$ cat src/rtl/pc_seq_pkg.sv
// Shared definitions for the program-counter sequencer: redirect source
// encoding and width-generic target helpers.
package pc_seq_pkg;

    localparam int unsigned SRC_W = 3;

    typedef enum logic [SRC_W-1:0] {
        SEQ    = 3'd0,
        BRANCH = 3'd1,
        JUMP   = 3'd2,
        JR     = 3'd3,
        RET    = 3'd4
    } redirect_src_e;

    // Region jump: keep base bits above jump_w, replace [jump_w:1] with raw, bit 0 = 0.
    // Operates on 64-bit containers so callers of any width can zero-extend in and truncate out.
    function automatic logic [63:0] region_target(input logic [63:0] base,
                                                  input logic [63:0] raw,
                                                  input int unsigned jump_w);
        logic [63:0] low_mask;
        low_mask = (64'd1 << (jump_w + 1)) - 64'd1;
        return (base & ~low_mask) | ((raw << 1) & low_mask);
    endfunction

    // Sign-extend a br_w-bit word offset and convert it to a byte offset.
    function automatic logic [63:0] sext_shl1(input logic [63:0] off,
                                              input int unsigned br_w);
        logic [63:0] mask;
        logic [63:0] v;
        mask = (64'd1 << br_w) - 64'd1;
        v    = off & mask;
        if (off[br_w-1]) begin
            v = v | ~mask;
        end
        return v << 1;
    endfunction

endpackage

$ cat src/rtl/return_address_stack.sv
// Circular return-address stack; a push when full overwrites the oldest entry.
// Used only when PC_SEQUENCER_RAS_EN is defined. DEPTH must be a power of two >= 2.
module return_address_stack #(
    parameter int unsigned DEPTH = 4,
    parameter int unsigned WIDTH = 16
) (
    input  logic             clk,
    input  logic             rst_n,
    input  logic             push,
    input  logic             pop,
    input  logic [WIDTH-1:0] push_data,
    output logic [WIDTH-1:0] top,
    output logic             empty,
    output logic             overflow
);

    localparam int unsigned PTR_W = (DEPTH > 1) ? $clog2(DEPTH) : 1;
    localparam int unsigned CNT_W = PTR_W + 1;

    logic [WIDTH-1:0] mem [DEPTH];
    logic [PTR_W-1:0] sp;
    logic [PTR_W-1:0] sp_dec;
    logic [CNT_W-1:0] count;
    logic             full;

    assign sp_dec = sp - PTR_W'(1);
    assign full   = (count == CNT_W'(DEPTH));
    assign empty  = (count == '0);
    assign top    = mem[sp_dec];

    // Entry storage: push+pop replaces the top in place, a plain push writes the next slot.
    always_ff @(posedge clk) begin
        if (push && pop) begin
            mem[sp_dec] <= push_data;
        end else if (push) begin
            mem[sp] <= push_data;
        end
    end

    // Pointer, occupancy and overflow pulse.
    always_ff @(posedge clk) begin
        if (!rst_n) begin
            sp       <= '0;
            count    <= '0;
            overflow <= 1'b0;
        end else begin
            overflow <= push && !pop && full;
            if (push && !pop) begin
                sp <= sp + PTR_W'(1);
                if (!full) begin
                    count <= count + CNT_W'(1);
                end
            end else if (pop && !push) begin
                sp    <= sp_dec;
                count <= count - CNT_W'(1);
            end
        end
    end

endmodule

$ cat src/rtl/pc_sequencer.sv
// Program-counter sequencer: registered PC with ret > jr > jump > branch > sequential priority.
// Optional return-address stack enabled by defining PC_SEQUENCER_RAS_EN.
module pc_sequencer
    import pc_seq_pkg::*;
#(
    parameter int unsigned          ADDR_W    = 16,
    parameter int unsigned          JUMP_W    = 11,
    parameter int unsigned          BR_W      = 8,
    parameter logic [ADDR_W-1:0]    RESET_PC  = '0,
    parameter int unsigned          RAS_DEPTH = 4
) (
    input  logic              clk,
    input  logic              rst_n,
    input  logic              stall,
    input  logic              jump,
    input  logic [JUMP_W-1:0] jump_raw,
    input  logic              branch_taken,
    input  logic [BR_W-1:0]   branch_offset,
    input  logic              jr,
    input  logic [ADDR_W-1:0] jr_target,
    input  logic              link,
    input  logic              ret,
    output logic [ADDR_W-1:0] pc,
    output logic [ADDR_W-1:0] pc_plus_two,
    output logic              redirect,
    output logic [2:0]        redirect_src,
    output logic              misalign_err,
    output logic              ras_empty,
    output logic              ras_overflow
);

    logic [ADDR_W-1:0] pc_q;
    redirect_src_e     src_q;
    logic              redirect_q;
    logic              misalign_q;

    logic [ADDR_W-1:0] next_pc;
    redirect_src_e     next_src;
    logic              next_misalign;

    logic [ADDR_W-1:0] jump_tgt;
    logic [ADDR_W-1:0] branch_tgt;
    logic [ADDR_W-1:0] jr_aligned;

    logic              ras_is_empty;
    logic [ADDR_W-1:0] ras_top;

    assign pc_plus_two = pc_q + ADDR_W'(2);
    assign jump_tgt    = ADDR_W'(region_target(64'(pc_plus_two), 64'(jump_raw), JUMP_W));
    assign branch_tgt  = pc_plus_two + ADDR_W'(sext_shl1(64'(branch_offset), BR_W));
    assign jr_aligned  = {jr_target[ADDR_W-1:1], 1'b0};

`ifdef PC_SEQUENCER_RAS_EN
    logic ras_push;
    logic ras_pop;

    assign ras_push = link && !stall;
    assign ras_pop  = ret && !ras_is_empty && !stall;

    return_address_stack #(
        .DEPTH (RAS_DEPTH),
        .WIDTH (ADDR_W)
    ) u_ras (
        .clk       (clk),
        .rst_n     (rst_n),
        .push      (ras_push),
        .pop       (ras_pop),
        .push_data (pc_plus_two),
        .top       (ras_top),
        .empty     (ras_is_empty),
        .overflow  (ras_overflow)
    );
`else
    logic        unused_link;
    logic [31:0] unused_depth;

    assign unused_link  = link;
    assign unused_depth = 32'(RAS_DEPTH);
    assign ras_is_empty = 1'b1;
    assign ras_top      = '0;
    assign ras_overflow = 1'b0;
`endif

    // Next-PC selection by request priority; lower requests are dropped.
    always_comb begin
        next_pc       = pc_plus_two;
        next_src      = SEQ;
        next_misalign = 1'b0;
        if (ret) begin
            next_src = RET;
            if (!ras_is_empty) begin
                next_pc = ras_top;
            end else begin
                next_pc       = jr_aligned;
                next_misalign = jr_target[0];
            end
        end else if (jr) begin
            next_pc       = jr_aligned;
            next_src      = JR;
            next_misalign = jr_target[0];
        end else if (jump) begin
            next_pc  = jump_tgt;
            next_src = JUMP;
        end else if (branch_taken) begin
            next_pc  = branch_tgt;
            next_src = BRANCH;
        end
    end

    // PC and status registers; stall holds state and suppresses pulses.
    always_ff @(posedge clk) begin
        if (!rst_n) begin
            pc_q       <= RESET_PC;
            src_q      <= SEQ;
            redirect_q <= 1'b0;
            misalign_q <= 1'b0;
        end else if (stall) begin
            redirect_q <= 1'b0;
            misalign_q <= 1'b0;
        end else begin
            pc_q       <= next_pc;
            src_q      <= next_src;
            redirect_q <= (next_src != SEQ);
            misalign_q <= next_misalign;
        end
    end

    assign pc           = pc_q;
    assign redirect     = redirect_q;
    assign redirect_src = src_q;
    assign misalign_err = misalign_q;
    assign ras_empty    = ras_is_empty;

endmodule

$ cat config.mk
export PLATFORM = sky130hd
export DESIGN_NAME = pc_sequencer
export DESIGN_NICKNAME = d
export VERILOG_FILES = /design/src/rtl/pc_seq_pkg.sv /design/src/rtl/return_address_stack.sv /design/src/rtl/pc_sequencer.sv
export SDC_FILE = /design/constraint.sdc
export NUM_CORES = 1
export LEC_CHECK = 0
export CORE_UTILIZATION = 30
export CTS_CLUSTER_SIZE = 25
export DETAILED_ROUTE_END_ITERATION = 7
export GPL_TIMING_DRIVEN = 0
export PLACE_DENSITY = 0.57
export REMOVE_ABC_BUFFERS = 1
export SYNTH_ARGS = -nofsm -noshare
export SYNTH_HDL_FRONTEND = slang
export SYNTH_SLANG_ARGS = --single-unit
$ cat constraint.sdc
create_clock -name clk -period 5.04 [get_ports clk]
set_clock_uncertainty 0.1 [all_clocks]
set_input_delay 1.008 -clock clk [delete_from_list [all_inputs] [get_ports clk]]
set_output_delay 1.008 -clock clk [all_outputs]
set_load 0.005 [all_outputs]
# After elaboration in Yosys (flattened, before gate mapping)
# Index checks and enable logic that the tools add are counted.
[word_totals] inputBits=43 wordCells=21 register_bits=21
[op_classes] add_sub_neg=2 n_mux=11 bitwise_logic=2 reduce_logical=2
[ops] operator="16-bit 2-to-1 mux" n=4
[ops] operator="16-bit adder" n=1
[ops] operator="16-bit by 2-bit adder with 16-bit output, second input constant" n=1
[ops] operator="16-bit by 12-bit OR with 16-bit output" n=1
[ops] operator="15-bit 2-to-1 mux" n=1
[ops] operator="2-bit 2-to-1 mux" n=2
[ops] operator="1-bit 2-to-1 mux" n=3
[ops] operator="3-bit 2-to-1 mux" n=1
[ops] operator="3-bit nonzero test" n=1
[ops] operator="2-bit OR reduction" n=1
[ops] operator="1-bit inverter" n=1

# Logic depth before layout (Yosys ltp)
[depth] ltp_word=6 depth_mapped=12 ltp_nobuf=12

# Least setup slack after synthesis
# OpenSTA, ideal clock, no wires.
[synth_timing] path_kind="reg2reg" start="reg pc_q[3] (netlist: pc[3])" end="reg pc_q[13] (netlist: pc[13])" period_less_slack_ns=2.935 stages_incl_launch_ff=13 path_slack_ns=2.105 t_arrival_ns=2.718 required_ns=4.823 cell_sequence="dfxtp_1 -> and3_4 -> and4_4 -> nand2_1 -> xnor2_1 -> ha_1 -> a21o_1 -> or3_1 -> o21ai_2 -> o21ai_0 -> xnor2_1 -> nand3_1 -> a22o_1"
[synth_via] elab_chain_cells=6
[synth_lines] item="start: declaration" line_no="pc_sequencer.sv:32" text="logic [ADDR_W-1:0] pc_q;"
[synth_lines] item="start signal: assignment" line_no="pc_sequencer.sv:121" text="pc_q <= next_pc;"
[synth_lines] item="16-bit by 2-bit adder with 16-bit output" line_no="pc_sequencer.sv:48" text="assign pc_plus_two = pc_q + ADDR_W'(2);"
[synth_lines] item="net pc_plus_two[8]" line_no="pc_sequencer.sv:24" text="output logic [ADDR_W-1:0] pc_plus_two,"
[synth_lines] item="16-bit adder" line_no="pc_sequencer.sv:50" text="assign branch_tgt = pc_plus_two + ADDR_W'(sext_shl1(64'(branch_offset), BR_W));"
[synth_lines] item="16-bit 2-to-1 mux" line_no="pc_sequencer.sv:104" text="end else if (branch_taken) begin"
[synth_lines] item="16-bit 2-to-1 mux" line_no="pc_sequencer.sv:101" text="end else if (jump) begin"
[synth_lines] item="16-bit 2-to-1 mux" line_no="pc_sequencer.sv:97" text="end else if (jr) begin"
[synth_lines] item="16-bit 2-to-1 mux" line_no="pc_sequencer.sv:89" text="if (ret) begin"
# The timed path passes the listed nets, and every way through them passes these cells.
# A chain may end at the register's enable or synchronous reset.

# Worst setup path in the final report
[layout_timing] start="in branch_offset[7]" end="reg pc_q[11] (netlist: pc[11])"
[layout_via] elab_chain_cells=6
[layout_lines] item="start: declaration" line_no="pc_sequencer.sv:18" text="input logic [BR_W-1:0] branch_offset,"
[layout_lines] item="15-bit 2-to-1 mux" line_no="pc_seq_pkg.sv:32" text="if (off[br_w-1]) begin"
[layout_lines] item="16-bit adder" line_no="pc_sequencer.sv:50"
[layout_lines] item="16-bit 2-to-1 mux" line_no="pc_sequencer.sv:104"
[layout_lines] item="16-bit 2-to-1 mux" line_no="pc_sequencer.sv:101"
[layout_lines] item="16-bit 2-to-1 mux" line_no="pc_sequencer.sv:97"
[layout_lines] item="16-bit 2-to-1 mux" line_no="pc_sequencer.sv:89"
# No other way between the ends.

==> results_dict.tcl <==
set metrics [dict create \
    drtIter0Drc 114 \
    avgRoutedWirePerCell_um 15.7 \
    grt_max_degree 18 \
    worstSetupEndpointType "register" \
    ys_ff_latch 20 \
    power_density_nw_per_um2 201 \
    clk_pin_slew_ns 0.08 \
    setup.worst_path.class "in2reg" \
    final_common_cell "clkdlybuf4s50_1" \
    cp_slowest_stage_delay_ns 0.64 \
    critPathRequiredTime_ns 5.08 \
    hp-class "reg2reg" \
    syn-cell-area_um2 2100 \
    setup_slack_ns 1.52 \
    critical_path.slowest_cell "clkdlybuf4s50_1" \
    h-tree-depth 1 \
    nets 408 \
    first_pass_iters 5 \
    slew_viol_final 0 \
    initial_core_util_pct 31.0 \
    register_area_um2 400 \
    avgSynthCellArea_um2 7.60 \
    vias 2234 \
    gr-usage-met1_pct 23.9 \
    rsz0062_at_grt "false" \
    preCtsSetupSlack_ns 1.22 \
    cts.sinks 20 \
    grt_pass1_vias 2190 \
    coreArea_um2 6760 \
    busiest_layer "met2" \
    grt_util_met2_pct 31.1 \
    die_area_um2 7330 \
    grt_pass1_wl_um 10600 \
    ys_seq_area_share_pct 19.1 \
    slew_headroom_pct 32.4 \
    max_freq_mhz 284 \
    rows 30 \
    peakVddDrop_uv 114 \
    fillers 720 \
    ys_types 57 \
    cts_hold_buf 0 \
    hpwl_um 5250 \
    diodes 0 \
    port_buffers 76 \
    setup_viol 0 \
    area_growth_pct 40.0 \
    critPathMaxFanout 11 \
    synth_edf_count 0 \
    yosys_warnings 0 \
    grt_overflow_total 0 \
    tightest_slew_ns 1.01 \
    wl_um 6660 \
    final_cell_mix "clkdlybuf4s50_1, a21oi_1, nand2_1, nor2_1, o21ai_0" \
    ant_nets 0 \
    ctsResizeCount 0 \
    track_usage_pct 18.2 \
    dp_cells 421 \
    path_cells "clkdlybuf4s50_1 > ha_1 > a21o_1 > or3_1 > o21ai_2 > a21oi_1 > a2111oi_0 > o21ai_0" \
    synthFlopType "dfxtp_1" \
    clock_latency_ns 0.26 \
    ios 82 \
    drv_cap 0 \
    drive_gt1_share_pct 5.22 \
    fin_cells 425 \
    yosys.area.top_type "dfxtp_1" \
    min_period_ns 3.52 \
    status "completed" \
    power.leakage_nw 1.18 \
    antenna_found_initial 0 \
    async_flop_share_pct 0 \
    grt_use_met3_pct 4.04 \
    netlist.area_leader.share_pct 19.1 \
    die_y_um 85.6 \
    routed_via_density 5.26 \
    hold_violations 0 \
    synth_area_leaders "dfxtp_1, ha_1, a21oi_1" \
    cts_tree "built" \
    netlist_instances 276 \
    finalCritPeriodShare_pct 69.9 \
    multi_input_area_um2 1560 \
    start_kind "input pin" \
    cts_buffers 3 \
    gp_congestion 0.857 \
    critical_path_arrival_ns 3.56 \
    clk_path_buf_depth 2 \
    remaining_drc_errors 0 \
    cts_setup_buffers 0 \
    cts_root_buf "clkbuf_8" \
    die_w_um 85.6 \
    setup_tns_ns 0 \
]
-- power breakdown --
group / switching, W / internal [W] / total (W)
Sequential: 0.0000165 / 0.000169 / 0.000186
Combinational: 0.000113 / 0.000125 / 0.000239
Clock: 0.0000595 / 0.000106 / 0.000166
Total: 0.000189 / 0.000400 / 0.000590
-- worst max-delay path, delay by kind of cell --
| kind | cells | cell delay (ns) |
|---|---|---|
| AO/OA/AOI/OAI | 5 | 1.09 |
| adder cells (fa/ha/maj) | 1 | 0.49 |
| buffers and inverters | 1 | 0.64 |
| AND/OR/NAND/NOR | 1 | 0.32 |
-- cells in the mapped netlist (3+ instances only) --
library cell,number
a21oi_1,27
nand2_1,26
nor2_1,26
o21ai_0,25
dfxtp_1,20
ha_1,18
xnor2_1,14
inv_1,11
nand3_1,11
xor2_1,7
nor3_1,6
o211ai_1,6
and3_1,5
a21o_1,4
buf_4,4
clkbuf_1,4
nor2b_1,4
a211oi_1,3
a22oi_1,3
o21a_1,3
-- kinds of logic (layout without fill, tap and decap cells) --
| group | count (synthesis) | in the layout | synth area share, % |
|---|---|---|---|
| AOI/OAI and AO/OA | 93 | 93 | 28.8 |
| DFF | 20 | 20 | 19.1 |
| buffers and inverters | 25 | 92 | 6.92 |
| muxes | 2 | 2 | 1.01 |
| adders and majority gates | 19 | 19 | 11.7 |
| and+or+nand+nor | 92 | 92 | 21.8 |
| other | 2 | 4 | 0.358 |
| xor gates and xnor gates | 23 | 23 | 10.3 |
-- metrics by stage --
step / hold slack (ns) / total power (W) / cell area (µm²) / util (%)
after floorplan: 0.384 / 0.000311 / 2000 / -
after global placement: 0.382 / 0.000425 / 2870 / 42.4
after detailed placement: 0.393 / 0.000427 / 2870 / 42.4
after CTS: 0.413 / 0.000593 / 2940 / 43.5
after global routing: 0.454 / 0.000624 / 2940 / 43.5
final: 0.403 / 0.000590 / 2940 / 43.5
-- routing by layer --
layer | vias to the layer above | share of wire, %
met1 | 1013 | 46
li1 | 1141 | -
met2 | 78 | 47
met4 | 0 | 0.32
met3 | 2 | 6.1
met5 | - | 0
-- final timing paths --
check / startpoint / endpoint / slack, ns / cells after the start
worst max-delay path: branch_offset[7] / pc[11]$_SDFFE_PN0N_ / 1.52 / 8
worst min-delay path: redirect_src[2]$_SDFFE_PN0N_ / redirect_src[2]$_SDFFE_PN0N_ / 0.40 / 2
worst max register to register: pc[3]$_SDFFE_PN0N_ / pc[11]$_SDFFE_PN0N_ / 1.66 / 11
worst min register to register: redirect_src[2]$_SDFFE_PN0N_ / redirect_src[2]$_SDFFE_PN0N_ / 0.40 / 2
-- cell type report --
class                      count  area share, %
clock buffer                   3           1.41
clock inverter                 1           1.02
inverter                      12           1.53
multi-input combinational    233           53.1
sequential                    20           13.6
tap                           80           3.41
timing repair buffer          76           25.9
-- registers in the layout (all words and copies together), names as in the netlist --
name and cells:
pc 15, redirect_src 3, misalign_err 1, redirect 1
No activity file was read; power rests on OpenSTA's default activity.
==> edit: new RTL, config.mk and constraints unchanged <==
Register the output `redirect_src` once more, with the module's reset; this adds one clock of latency there. The other outputs are not delayed to match.
--- a/src/rtl/pc_sequencer.sv
+++ b/src/rtl/pc_sequencer.sv
@@ -128,5 +128,11 @@
     assign pc           = pc_q;
     assign redirect     = redirect_q;
-    assign redirect_src = src_q;
+    always_ff @(posedge clk) begin
+        if (!rst_n) begin
+            redirect_src <= '0;
+        end else begin
+            redirect_src <= src_q;
+        end
+    end
     assign misalign_err = misalign_q;
     assign ras_empty    = ras_is_empty;
Check against the original RTL: not equivalent (Yosys sat finds a counterexample within 4 cycles, from zero or initial values and one cycle with rst_n low).
==> edit against the unedited design <==
Routed wire length increased by 2.7%. Total power decreased by 2.5%. Design area rose by 1.4%. Fmax down 8.2%. Worst setup slack worse by 0.32 ns. Area after synthesis grew 0.84%. Worst hold slack lost 0.036 ns. Sequential cell count increased by 3. Highest routed layer unchanged.
==> edit: results (changes against the unedited design) <==
RUN STATUS
------------------------------------------------------------------------------
Outcome ......................................................... complete, no violations

WORST SETUP PATH
------------------------------------------------------------------------------
Critical path capture point ..................................... pc_plus_two[13]
Setup slack of the most critical reg-to-reg path ................      1.31 ns   -0.35 ns
Critical Path Fanout Max ........................................            5   -6
Worst reg2reg path startpoint ...................................        pc[1]
Crit path largest cell delay ....................................      0.59 ns   -0.05 ns
Crit Reg-Reg Endpoint ...........................................       pc[15]

PWR
------------------------------------------------------------------------------
Reported net switching power ....................................   0.000198 W   +4.5%
Combinational power .............................................   0.000243 W   +2%
Power of the clock network ......................................   0.000125 W   -25%
Worst ir drop on vdd ............................................  0.0000989 V   -13%
Leakage power figure ............................................      1.21 nW   +3.2%

CELLS AND AREA
------------------------------------------------------------------------------
Share of cells above drive strength 1 ...........................        3.14%   -2.1 points
Number of fillers in the final layout ...........................          695   -3.5%
Count of multi-input combinational gates ........................          236   +1.3%
Sequential portion of the cell area .............................        15.5%   +1.8 points
Final-stage net count ...........................................          413   +1.2%
Proportion of cell area spent on the clock network ..............        1.55%   -0.87 points
Portion of the layout cell area used by non-clock buffers .......        25.5%   -0.36 points
Non-clock inverter total of the final layout ....................           11   -1

ROUTE
------------------------------------------------------------------------------
Total via count after detailed routing ..........................         2290   +2.5%
DRT Pass-1 Iters ................................................            4   -1

SYNTHESIS
------------------------------------------------------------------------------
Synth area leaders .............................................. sky130_fd_sc_hd__dfxtp_1, sky130_fd_sc_hd__ha_1, sky130_fd_sc_hd__o21ai_0, sky130_fd_sc_hd__nand2_1, sky130_fd_sc_hd__xnor2_1
Adder-cell share of the synthesized area ........................        11.6%   -0.097 points
Share of the synthesized area in compound gates (AO/OA/AOI/OAI) .        29.0%   +0.24 points
Share of synthesized area spent on multiplexers .................        1.95%   +0.94 points
Gate count after technology mapping .............................          283   +2.5%
Ranking of synthesized cells by instance count .................. sky130_fd_sc_hd__nand2_1, sky130_fd_sc_hd__o21ai_0, sky130_fd_sc_hd__dfxtp_1

TIMING
------------------------------------------------------------------------------
Smallest hold slack .............................................     0.366 ns   -0.0363 ns
Fmax ............................................................      261 MHz   -8.2%

GLOBAL ROUTE
------------------------------------------------------------------------------
First-pass GRT wire length ......................................     10700 um   +1.5%
Pin count of the biggest net entering global routing ............           24   +6
Number of global-route vias before repair .......................         2118   -3.3%

PLACED DESIGN
------------------------------------------------------------------------------
Placed Cells ....................................................          442   +5.0%

MIN PATH
------------------------------------------------------------------------------
End point of the most critical hold path ........................ redirect_src[1]

## edit: cell types whose count changed in the layout (fill, tap and decap cells not counted), moves of 4 or more
cell	unedited run	this run
sky130_fd_sc_hd__and2_1	0	4
sky130_fd_sc_hd__nor2_1	26	21
sky130_fd_sc_hd__a21oi_1	27	20
sky130_fd_sc_hd__nand2_1	26	34
sky130_fd_sc_hd__o21ai_0	25	29
## edit: kinds of logic after synthesis
group | count (synthesis)
AO/OA/AOI/OAI | 93
XOR/XNOR | 18
buffers and inverters | 26
multiplexers | 4
flip-flops | 23
AND/OR/NAND/NOR | 98
adder cells (fa/ha/maj) | 19
other | 2
## edit: layer usage
metal  wire (um)  vias up  global-route usage, %
li1            -     1154                      -
met3         317        4                   2.12
met5           0        -                      0
met4          28        0                   2.27
met1        3420     1071                   26.2
met2        3070       61                   30.2
## edit: worst max-delay path: cells and delay by family, from the launching register on
family	cells	cell delay, ns
simple gates	3	0.77
buf+inv	1	0.59
flops	1	0.44
xor+xnor	1	0.42
fa+ha+maj	1	0.22
